<file path="src/rtl/fetch_queue_if.sv">
// Fetch-queue bus: instruction-memory port, execute redirect and decode head.
// Latency: wiring only, no state.
// Backpressure: decode stall_d and memory imem_valid; master = fetch_queue side.
interface fetch_queue_if #(
  parameter int XLEN  = 32,
  parameter int DEPTH = 4
);
  localparam int CW = $clog2(DEPTH + 1);

  logic [XLEN-1:0] imem_addr;
  logic [31:0]     imem_rdata;
  logic            imem_valid;
  logic            redirect_e;
  logic [XLEN-1:0] redirect_pc_e;
  logic            stall_d;
  logic [31:0]     instr_d;
  logic [XLEN-1:0] pc_d;
  logic [XLEN-1:0] pc_plus_4_d;
  logic            valid_d;
  logic [CW-1:0]   count;

  modport master (
    output imem_addr, instr_d, pc_d, pc_plus_4_d, valid_d, count,
    input  imem_rdata, imem_valid, redirect_e, redirect_pc_e, stall_d
  );

  modport slave (
    input  imem_addr, instr_d, pc_d, pc_plus_4_d, valid_d, count,
    output imem_rdata, imem_valid, redirect_e, redirect_pc_e, stall_d
  );
endinterface

</file>
<file path="src/rtl/fetch_queue.sv">
// DEPTH-entry {pc, instr} prefetch queue between instruction memory and decode.
// Latency: word fetched in cycle n is at the decode head in cycle n+1.
// Backpressure: decode stalls fill the queue; fetch PC holds only when full without a pop.
module fetch_queue #(
  parameter int              XLEN     = 32,
  parameter int              DEPTH    = 4,
  parameter logic [XLEN-1:0] RESET_PC = '0,
  parameter logic [31:0]     NOP      = 32'h0000_0013
) (
  input logic           clk,
  input logic           rst,
  fetch_queue_if.master bus
);
  localparam int PW = $clog2(DEPTH);
  localparam int CW = $clog2(DEPTH + 1);

  logic [XLEN-1:0] fetch_pc;
  logic [XLEN-1:0] last_pc;
  logic [PW-1:0]   wr_ptr;
  logic [PW-1:0]   rd_ptr;
  logic [CW-1:0]   count_q;
  logic [XLEN-1:0] pc_mem    [DEPTH];
  logic [31:0]     instr_mem [DEPTH];

  logic valid;
  logic pop;
  logic push;

  assign valid = (count_q != '0);
  assign pop   = valid & ~bus.stall_d;
  // A full queue still accepts a word when the head leaves in the same cycle.
  assign push  = bus.imem_valid & ~bus.redirect_e & ((count_q < CW'(DEPTH)) | pop);

  always_ff @(posedge clk or negedge rst) begin
    if (!rst) begin
      fetch_pc <= RESET_PC;
      last_pc  <= '0;
      wr_ptr   <= '0;
      rd_ptr   <= '0;
      count_q  <= '0;
    end else if (bus.redirect_e) begin
      fetch_pc <= {bus.redirect_pc_e[XLEN-1:2], 2'b00};
      wr_ptr   <= '0;
      rd_ptr   <= '0;
      count_q  <= '0;
    end else begin
      if (push) begin
        wr_ptr   <= wr_ptr + PW'(1);
        fetch_pc <= fetch_pc + XLEN'(4);
      end
      if (pop) begin
        rd_ptr  <= rd_ptr + PW'(1);
        last_pc <= pc_mem[rd_ptr];
      end
      count_q <= count_q + CW'(push) - CW'(pop);
    end
  end

  // Storage needs no reset: count gates every read.
  always_ff @(posedge clk) begin
    if (push) begin
      pc_mem[wr_ptr]    <= fetch_pc;
      instr_mem[wr_ptr] <= bus.imem_rdata;
    end
  end

  assign bus.imem_addr   = fetch_pc;
  assign bus.valid_d     = valid;
  assign bus.count       = count_q;
  assign bus.instr_d     = valid ? instr_mem[rd_ptr] : NOP;
  assign bus.pc_d        = valid ? pc_mem[rd_ptr] : last_pc;
  assign bus.pc_plus_4_d = bus.pc_d + XLEN'(4);
endmodule

</file>
<file path="src/flat_wrapper.sv">
// flat-port wrapper written by rule: the top's interface ports become plain ports
module fetch_queue_flat 
#(
  parameter int              XLEN     = 32,
  parameter int              DEPTH    = 4,
  parameter logic [XLEN-1:0] RESET_PC = '0,
  parameter logic [31:0]     NOP      = 32'h0000_0013
)
  (clk, rst, bus_imem_addr, bus_instr_d, bus_pc_d, bus_pc_plus_4_d, bus_valid_d, bus_count, bus_imem_rdata, bus_imem_valid, bus_redirect_e, bus_redirect_pc_e, bus_stall_d);
  fetch_queue_if #(.XLEN(XLEN), .DEPTH(DEPTH)) bus_i ();
  input logic clk;
  input logic rst;
  output wire logic [$bits(bus_i.imem_addr)-1:0] bus_imem_addr;
  output wire logic [$bits(bus_i.instr_d)-1:0] bus_instr_d;
  output wire logic [$bits(bus_i.pc_d)-1:0] bus_pc_d;
  output wire logic [$bits(bus_i.pc_plus_4_d)-1:0] bus_pc_plus_4_d;
  output wire logic [$bits(bus_i.valid_d)-1:0] bus_valid_d;
  output wire logic [$bits(bus_i.count)-1:0] bus_count;
  input wire logic [$bits(bus_i.imem_rdata)-1:0] bus_imem_rdata;
  input wire logic [$bits(bus_i.imem_valid)-1:0] bus_imem_valid;
  input wire logic [$bits(bus_i.redirect_e)-1:0] bus_redirect_e;
  input wire logic [$bits(bus_i.redirect_pc_e)-1:0] bus_redirect_pc_e;
  input wire logic [$bits(bus_i.stall_d)-1:0] bus_stall_d;
  assign bus_imem_addr = bus_i.imem_addr;
  assign bus_instr_d = bus_i.instr_d;
  assign bus_pc_d = bus_i.pc_d;
  assign bus_pc_plus_4_d = bus_i.pc_plus_4_d;
  assign bus_valid_d = bus_i.valid_d;
  assign bus_count = bus_i.count;
  assign bus_i.imem_rdata = bus_imem_rdata;
  assign bus_i.imem_valid = bus_imem_valid;
  assign bus_i.redirect_e = bus_redirect_e;
  assign bus_i.redirect_pc_e = bus_redirect_pc_e;
  assign bus_i.stall_d = bus_stall_d;
  fetch_queue #(.XLEN(XLEN), .DEPTH(DEPTH), .RESET_PC(RESET_PC), .NOP(NOP)) u_core (.clk(clk), .rst(rst), .bus(bus_i));
endmodule
</file>
<file path="config.mk">
export PLATFORM = sky130hd
export DESIGN_NAME = fetch_queue_flat
export DESIGN_NICKNAME = d
export VERILOG_FILES = /design/src/rtl/fetch_queue_if.sv /design/src/rtl/fetch_queue.sv /design/src/flat_wrapper.sv
export SDC_FILE = /design/constraint.sdc
export NUM_CORES = 1
export LEC_CHECK = 0
export ABC_AREA = 1
export BUFFER_PORTS_ARGS = -buffer_cell sky130_fd_sc_hd__clkbuf_2
export CORE_MARGIN = 2
export CORE_UTILIZATION = 58
export CTS_CLUSTER_SIZE = 25
export DETAILED_ROUTE_END_ITERATION = 16
export PLACE_DENSITY = 0.8
export RECOVER_POWER = 100
export SLEW_MARGIN = 40
export SYNTH_ARGS = -nofsm -noshare
export SYNTH_HDL_FRONTEND = slang
export SYNTH_SLANG_ARGS = --single-unit
</file>
<file path="constraint.sdc">
create_clock -name clk -period 5.49 [get_ports clk]
set_input_delay 0.2745 -clock clk [delete_from_list [all_inputs] [get_ports clk]]
set_output_delay 0.2745 -clock clk [all_outputs]
set_load 0.01 [all_outputs]
</file>
==> results.tsv, run 1 <==
stage	metric	value	unit
placed_design	globalplace.congestion	0.896	
worst_setup_path	path_class	flip-flop to flip-flop	
synthesis	ys_types	42	
clocking	cts-resized-gates	0	
power_and_ir_drop	vdd_drop_max	0.310	mV
layout	drive_gt1_share	9.37	%
timing	min_period	4.63	ns
placed_design	dpl.cell_count	1894	
layout	fin_cells	2011	
clocking	cts_sinks	315	
synthesis	yosysWarnings	0	
worst_hold_path	holdPathStages	5	
floorplan	dieWidth	162	um
layout	n_antenna_cell	0	
layout	syn_to_final_growth	15.6	%
placed_design	dp_hpwl	21800	um
timing	grt_setup_unrepaired	false	
layout	fin_nets	1741	
run_status	violations	capacitance limit, slew limit	
worst_setup_path	arrival	5.08	ns
timing	hold_viol_final	0	
clocking	clock_path_buffers	3	
grt	antenna_found_initial	0	
timing	tightestPinTransition	2.07	ns
timing	skew	0.0136	ns
grt	grt_max_degree	126	
drt	drtAntennaViolNets	0	
run_status	status	complete, but fails checks	
drt	wl_per_cell	17.9	um
floorplan	coreArea	0.0245	mm^2
synthesis	ys_seq_area_share	62.7	%
placed_design	dpl_cell_area	0.0157	mm^2
grt	overflow	0	
timing	whs	0.0642	ns
timing	post-route-period-util	84.4	%
worst_setup_path	r2r-end	u_core.last_pc[19]	
worst_hold_path	hp-class	input port to flip-flop	
worst_hold_path	hold_end	u_core.bus.imem_addr[28]	
clocking	cts.clk_slew.worst_paths	0.06	ns
floorplan	die-area	0.0264	mm^2
layout	utilization	68.7	%
power_and_ir_drop	power_leakage	6.60	nW
layout	layout_common_cells	410 x nand2_1, 248 x edfxtp_1, 206 x nor2_1	
clocking	clk-insertion-delay-late	0.56	ns
placed_design	pre_cts_slack	1.94	ns
layout	final_common_cell	nand2_1	
clocking	postCtsSetupBuffers	0	
worst_setup_path	r2r_start	u_core.bus.count[1]	
timing	drv_slew	126	
synthesis	ys_ff_latch	315	
worst_setup_path	critPathMaxFanout	33	
timing	fin_setup_tns	0	ns
clocking	cts_tree	built	
power_and_ir_drop	power_density	490	mW/mm^2
timing	slew-limit-headroom	-38.3	%
worst_setup_path	rr_worst_depth	9	
grt	grt_pass1_vias	11000	
floorplan	io_pins	201	
clocking	numCtsBuffers	30	
worst_setup_path	start_kind	flip-flop	
job	cap_violations	4	
drt	via_per_inst	5.57	
drt	drtIter0Drc	1153	
layout	final_cell_area	0.0168	mm^2
timing	setup_slack	0.858	ns
synthesis	synth_cells	1428	
timing	setup_viol	0	
placed_design	io_buffers	192	
synthesis	syn_area_per_cell	10.2	um^2
grt	grt_pass1_wl	56100	um
drt	wl	36000	um
grt	track_usage	27.3	%
drt	post-route-drc-count	0	
power_and_ir_drop	finalPower	8.24	mW
clocking	h-tree-depth	1	
worst_setup_path	endpoint_kind	flip-flop	
floorplan	rows	57	
floorplan	start_util	59.5	%
worst_setup_path	regToRegSetupSlack	0.86	ns
drt	vias	11200	
floorplan	die_h	162	um
worst_setup_path	cp.required	5.94	ns
synthesis	synth_area	0.0145	mm^2
timing	fmax	216	MHz
clocking	cts_hold_buf	61	
drt	first_pass_iters	5	
clocking	root_buffer	clkbuf_16	
worst_hold_path	min_from	bus_redirect_pc_e[28]	
-- routing by layer --
| layer | global-route usage (%) | up-vias | wire (um) | share of wire [%] |
|---|---|---|---|---|
| met1 | 37.4 | 5330 | 14600 | 41 |
| met3 | 3.82 | 56 | 3410 | 9.5 |
| met5 | 0 | - | 0 | 0 |
| met2 | 45.7 | 544 | 17400 | 48 |
| li1 | - | 5270 | - | - |
| met4 | 8.73 | 0 | 644 | 1.8 |
-- synth_stat cells, drive strengths merged --
cell type | count | area share [%]
a21oi | 33 | 1.1
a22o | 1 | 0.060
a31oi | 1 | 0.043
a32o | 1 | 0.069
buf | 51 | 2.7
clkbuf | 19 | 0.49
conb | 1 | 0.026
dfrtp | 67 | 12
edfxtp | 248 | 51
fa | 1 | 0.14
ha | 7 | 0.60
inv | 57 | 1.5
nand2 | 422 | 12
nand3 | 147 | 5.6
nand3b | 1 | 0.052
nand4 | 5 | 0.22
nor2 | 216 | 6.1
nor3 | 9 | 0.31
nor4 | 2 | 0.086
o211ai | 15 | 0.77
o21ai | 72 | 2.5
o21bai | 1 | 0.052
o221ai | 3 | 0.18
o311ai | 5 | 0.30
or2 | 1 | 0.043
xnor2 | 11 | 0.66
xor2 | 31 | 1.9
-- cell type report --
class                           count  area [um^2]
Tap cell                          324          405
Inverter                           57          224
Clock inverter                      8         72.6
Clock buffer                       47          865
Multi-Input combinational cell    991         4610
Sequential cell                   315         9130
Fill cell                        1844         7650
Timing Repair Buffer              269         1510
-- critical path: stages, from the launching register on --
cell and delay [ns]:
dfrtp_1 0.45, nor2_2 0.06, nand2_2 0.06, inv_1 0.51
nor2_1 0.44, inv_1 0.16, nor2_4 0.09, clkbuf_1 1.23
inv_1 1.09, o21ai_0 0.42
-- state kept, by name (all words and copies together), names as in the netlist --
register	count
u_core.wr_ptr	2
u_core.pc_mem	120
u_core.last_pc	30
u_core.bus.imem_addr	30
u_core.bus.count	3
u_core.rd_ptr	2
u_core.instr_mem	128
-- cell families (layout without fill, tap and decap cells) --
group | Yosys count | in the layout | synth area share, %
simple gates | 803 | 803 | 24.1
flops | 315 | 315 | 62.7
fa+ha+maj | 8 | 8 | 0.740
compound gates | 132 | 132 | 5.12
buf+inv | 127 | 381 | 4.76
xor+xnor | 42 | 42 | 2.53
other cells | 1 | 6 | 0.0258
-- worst max-delay path by stage --
stage               depth (start not counted)                      to  slack [ns]                 from
floorplan                                   5  u_core.instr_mem[0][0]        1.47       bus_redirect_e
global placement                            5    u_core.pc_mem[0][30]        1.99       bus_redirect_e
detailed placement                         10     u_core.bus.count[2]        1.94       bus_redirect_e
CTS                                        17     bus_pc_plus_4_d[20]        1.37     u_core.rd_ptr[0]
global route                                9      u_core.last_pc[19]        0.57  u_core.bus.count[1]
finish                                      9      u_core.last_pc[19]        0.86  u_core.bus.count[1]
-- power by group --
part	switching [mW]	internal (mW)	leakage, nW
clock network	0.828	1.12	0.457
registers	0.262	2.86	3.08
logic	2.22	0.935	3.07
total	3.31	4.92	6.60
No activity file was read; power rests on OpenSTA's default activity.
==> run 2: changes to the inputs <==
==> constraint.sdc (replaced) <==
create_clock -name clk -period 4.8 [get_ports clk]
set_input_delay 0.24 -clock clk [delete_from_list [all_inputs] [get_ports clk]]
set_output_delay 0.24 -clock clk [all_outputs]
set_load 0.01 [all_outputs]
==> run 2 against run 1 <==
Net effect: the flow still finishes with violations (capacitance limit, slew limit); non-clock buffer count decreased by 1; clock power increased by 12%; global-route usage increased by 0.49 points; sequential power increased by 14%; routed wire length increased by 2.2%; combinational power increased by 16%; register-to-register slack got worse by 0.14 ns; worst hold slack got worse by 0.0011 ns; worst setup slack got worse by 0.37 ns; sequential share of layout area decreased by 0.097 points; critical path type is now flip-flop to output pin; highest routed layer unchanged.
==> results.tsv, run 2 (synthesis results as in run 1) <==
stage	metric	value	unit	change
worst_setup_path	crit_path_end	bus_pc_plus_4_d[30]		
placed_design	globalplace.congestion	0.918		+2.4%
floorplan	start_util	59.5	%	unchanged
grt	grt_pass1_wl	57100	um	+1.8%
worst_setup_path	regToRegSetupSlack	0.72	ns	-0.14 ns
worst_setup_path	critPathTopFamily	simple AND/OR/NAND/NOR gates		
timing	tightestPinTransition	1.73	ns	-0.348 ns
drt	wl	36800	um	+2.2%
timing	drv_slew	313		+150%
worst_setup_path	endpoint_kind	output pin		
layout	largest_reg_flops	128		unchanged
layout	fin_nets	1739		-0.11%
power_and_ir_drop	finalPower	9.43	mW	+15%
layout	drive_gt1_share	10.6	%	+1.3 points
worst_setup_path	critical_path_buf_inv_count	3		-1
worst_setup_path	r2r_start	u_core.bus.count[1]		
grt	overflow	0		unchanged
timing	whs	0.0631	ns	-0.00114 ns
timing	hold_viol_final	0		unchanged
run_status	status	complete, but fails checks		
clocking	cts.clk_slew.worst_paths	0.06	ns	about the same
drt	drtIter0Drc	1236		+7.2%
worst_setup_path	path_class	flip-flop to output pin		
clocking	clk-insertion-delay-late	0.56	ns	about the same
drt	wl_per_cell	18.3	um	+2.4%
placed_design	dpl_cell_area	0.0156	mm^2	-0.49%
layout	final_common_cell	nand2_1		
floorplan	rows	57		unchanged
floorplan	die_h	162	um	unchanged
worst_setup_path	rr_worst_depth	9		unchanged
floorplan	io_pins	201		unchanged
floorplan	coreArea	0.0245	mm^2	unchanged
timing	post-route-period-util	89.8	%	
timing	setup_viol	0		unchanged
worst_setup_path	arrival	4.07	ns	-1.01 ns
floorplan	die-area	0.0264	mm^2	unchanged
clocking	numCtsBuffers	29		-3.3%
timing	slew-limit-headroom	-15.1	%	+23 points
grt	grt_pass1_vias	11100		+1.2%
grt	track_usage	27.8	%	+0.49 points
layout	n_antenna_cell	0		unchanged
worst_setup_path	max_stage_delay	0.69	ns	-0.54 ns
clocking	cts-resized-gates	0		unchanged
drt	drtAntennaViolNets	0		unchanged
grt	antenna_found_initial	0		unchanged
worst_setup_path	crit_top_cell	nand2_1		
layout	fillers	1801		-2.3%
timing	fin_setup_tns	0	ns	unchanged
clocking	cts_sinks	315		unchanged
worst_hold_path	hp-class	input port to flip-flop		
clocking	h-tree-depth	1		unchanged
timing	skew	0.0196	ns	+0.00604 ns
power_and_ir_drop	vdd_drop_max	0.314	mV	+1.4%
run_status	violations	capacitance limit, slew limit		
layout	largestRegisters	u_core.instr_mem x128, u_core.pc_mem x120		
worst_setup_path	cp.required	4.56	ns	-1.38 ns
timing	min_period	4.31	ns	
worst_setup_path	start_kind	flip-flop		
floorplan	dieWidth	162	um	unchanged
worst_setup_path	crit_chain	nor2_2 -> nand2_1 -> inv_2 -> buf_4 -> nand2_1 -> nand2_1 -> nand2_1 -> nor2_2 -> nand2_1 -> nor2_1 -> nand2_1 -> nand2_1 -> nand2_1 -> clkbuf_2		
grt	grt_max_degree	92		-27%
placed_design	io_buffers	192		unchanged
worst_setup_path	worstSetupStartpoint	u_core.bus.count[1]		
layout	final_cell_area	0.0168	mm^2	+0.18%
power_and_ir_drop	power_density	560	mW/mm^2	+14%
worst_setup_path	r2r-end	u_core.last_pc[31]		
worst_setup_path	critPathMaxFanout	24		-27%
timing	grt_setup_unrepaired	false		
clocking	root_buffer	clkbuf_16		
layout	syn_to_final_growth	15.8	%	
layout	layout_common_cells	409 x nand2_1, 248 x edfxtp_1, 201 x nor2_1		
drt	via_per_inst	5.62		+1.0%
clocking	clock_path_buffers	3		unchanged
clocking	cts_tree	built		
drt	vias	11300		+0.79%
worst_setup_path	cp_slowest_cell	nand2_1		
worst_setup_path	cp.depth	14		+5
job	cap_violations	6		+2
placed_design	dp_hpwl	21500	um	-1.4%
drt	first_pass_iters	5		unchanged
power_and_ir_drop	power_leakage	6.63	nW	+0.41%
timing	fmax	232	MHz	
layout	regMostFlops	u_core.instr_mem		
drt	post-route-drc-count	0		unchanged
## run 2: cell types whose count changed in the layout (fill, tap and decap cells not counted), moves of 4 or more
cell      before  now
clkinv_1       3    7
nor2_1       206  201
clkbuf_2      73   78
nor2_4         1    7
clkinv_2       3    7
clkbuf_8       5    0
buf_4          4    9
clkbuf_1     141  121
## run 2: per-stage QoR
stage               worst slack, ns  cells  utilization [%]
finish                        0.492   2007             68.8
global placement               1.43   1893             63.9
detailed placement             1.38   1893             63.9
CTS                           0.881   2007             70.1
global route                  0.266   2007             68.8
floorplan                     0.814   1433                -
## run 2: cell type report
class,count,area [um^2],share of cell area (%)
Timing Repair Buffer,268,1530,9.09
Multi-Input combinational cell,991,4660,27.7
Tap cell,324,405,2.41
Clock inverter,17,141,0.840
Clock buffer,35,748,4.44
Inverter,57,224,1.33
Sequential cell,315,9130,54.2
## run 2: worst min-delay path, delay by kind of cell
| kind | cells | cell delay, ns |
|---|---|---|
| AOI/OAI and AO/OA | 2 | 0.23 |
| buffers and inverters | 1 | 0.10 |
## run 2: worst min-delay path by stage
stage / cells after the start / endpoint / slack (ns) / start
5_1_grt: 3 / u_core.bus.imem_addr[22] / 0.07 / bus_redirect_pc_e[22]
4_1_cts: 3 / u_core.bus.imem_addr[22] / 0.05 / bus_redirect_pc_e[22]
3_5_place_dp: 1 / u_core.last_pc[13] / 0.29 / rst
3_3_place_gp: 1 / u_core.last_pc[13] / 0.28 / rst
2_1_floorplan: 0 / u_core.bus.count[0] / -0.06 / rst
6_report: 3 / u_core.bus.imem_addr[22] / 0.06 / bus_redirect_pc_e[22]
## run 2: where the power goes
group,switching [mW],internal [mW],total [mW],leakage [nW]
Combinational,2.58,1.10,3.68,3.11
Sequential,0.287,3.28,3.56,3.08
Clock,0.971,1.22,2.19,0.441
Total,3.84,5.59,9.43,6.63
## run 2: per-layer routing
layer / track usage, % / part of all wire (%)
met1: 36.9 / 40
met2: 48.1 / 49
met3: 3.62 / 9.0
met4: 8.69 / 2.0
met5: 0 / 0
## run 2: what timing repair did
item | 4_1_cts | 5_1_grt
hold buffers | 62 | 0
setup buffers | 0 | 0
endpoints found under the hold margin | 180 | 0
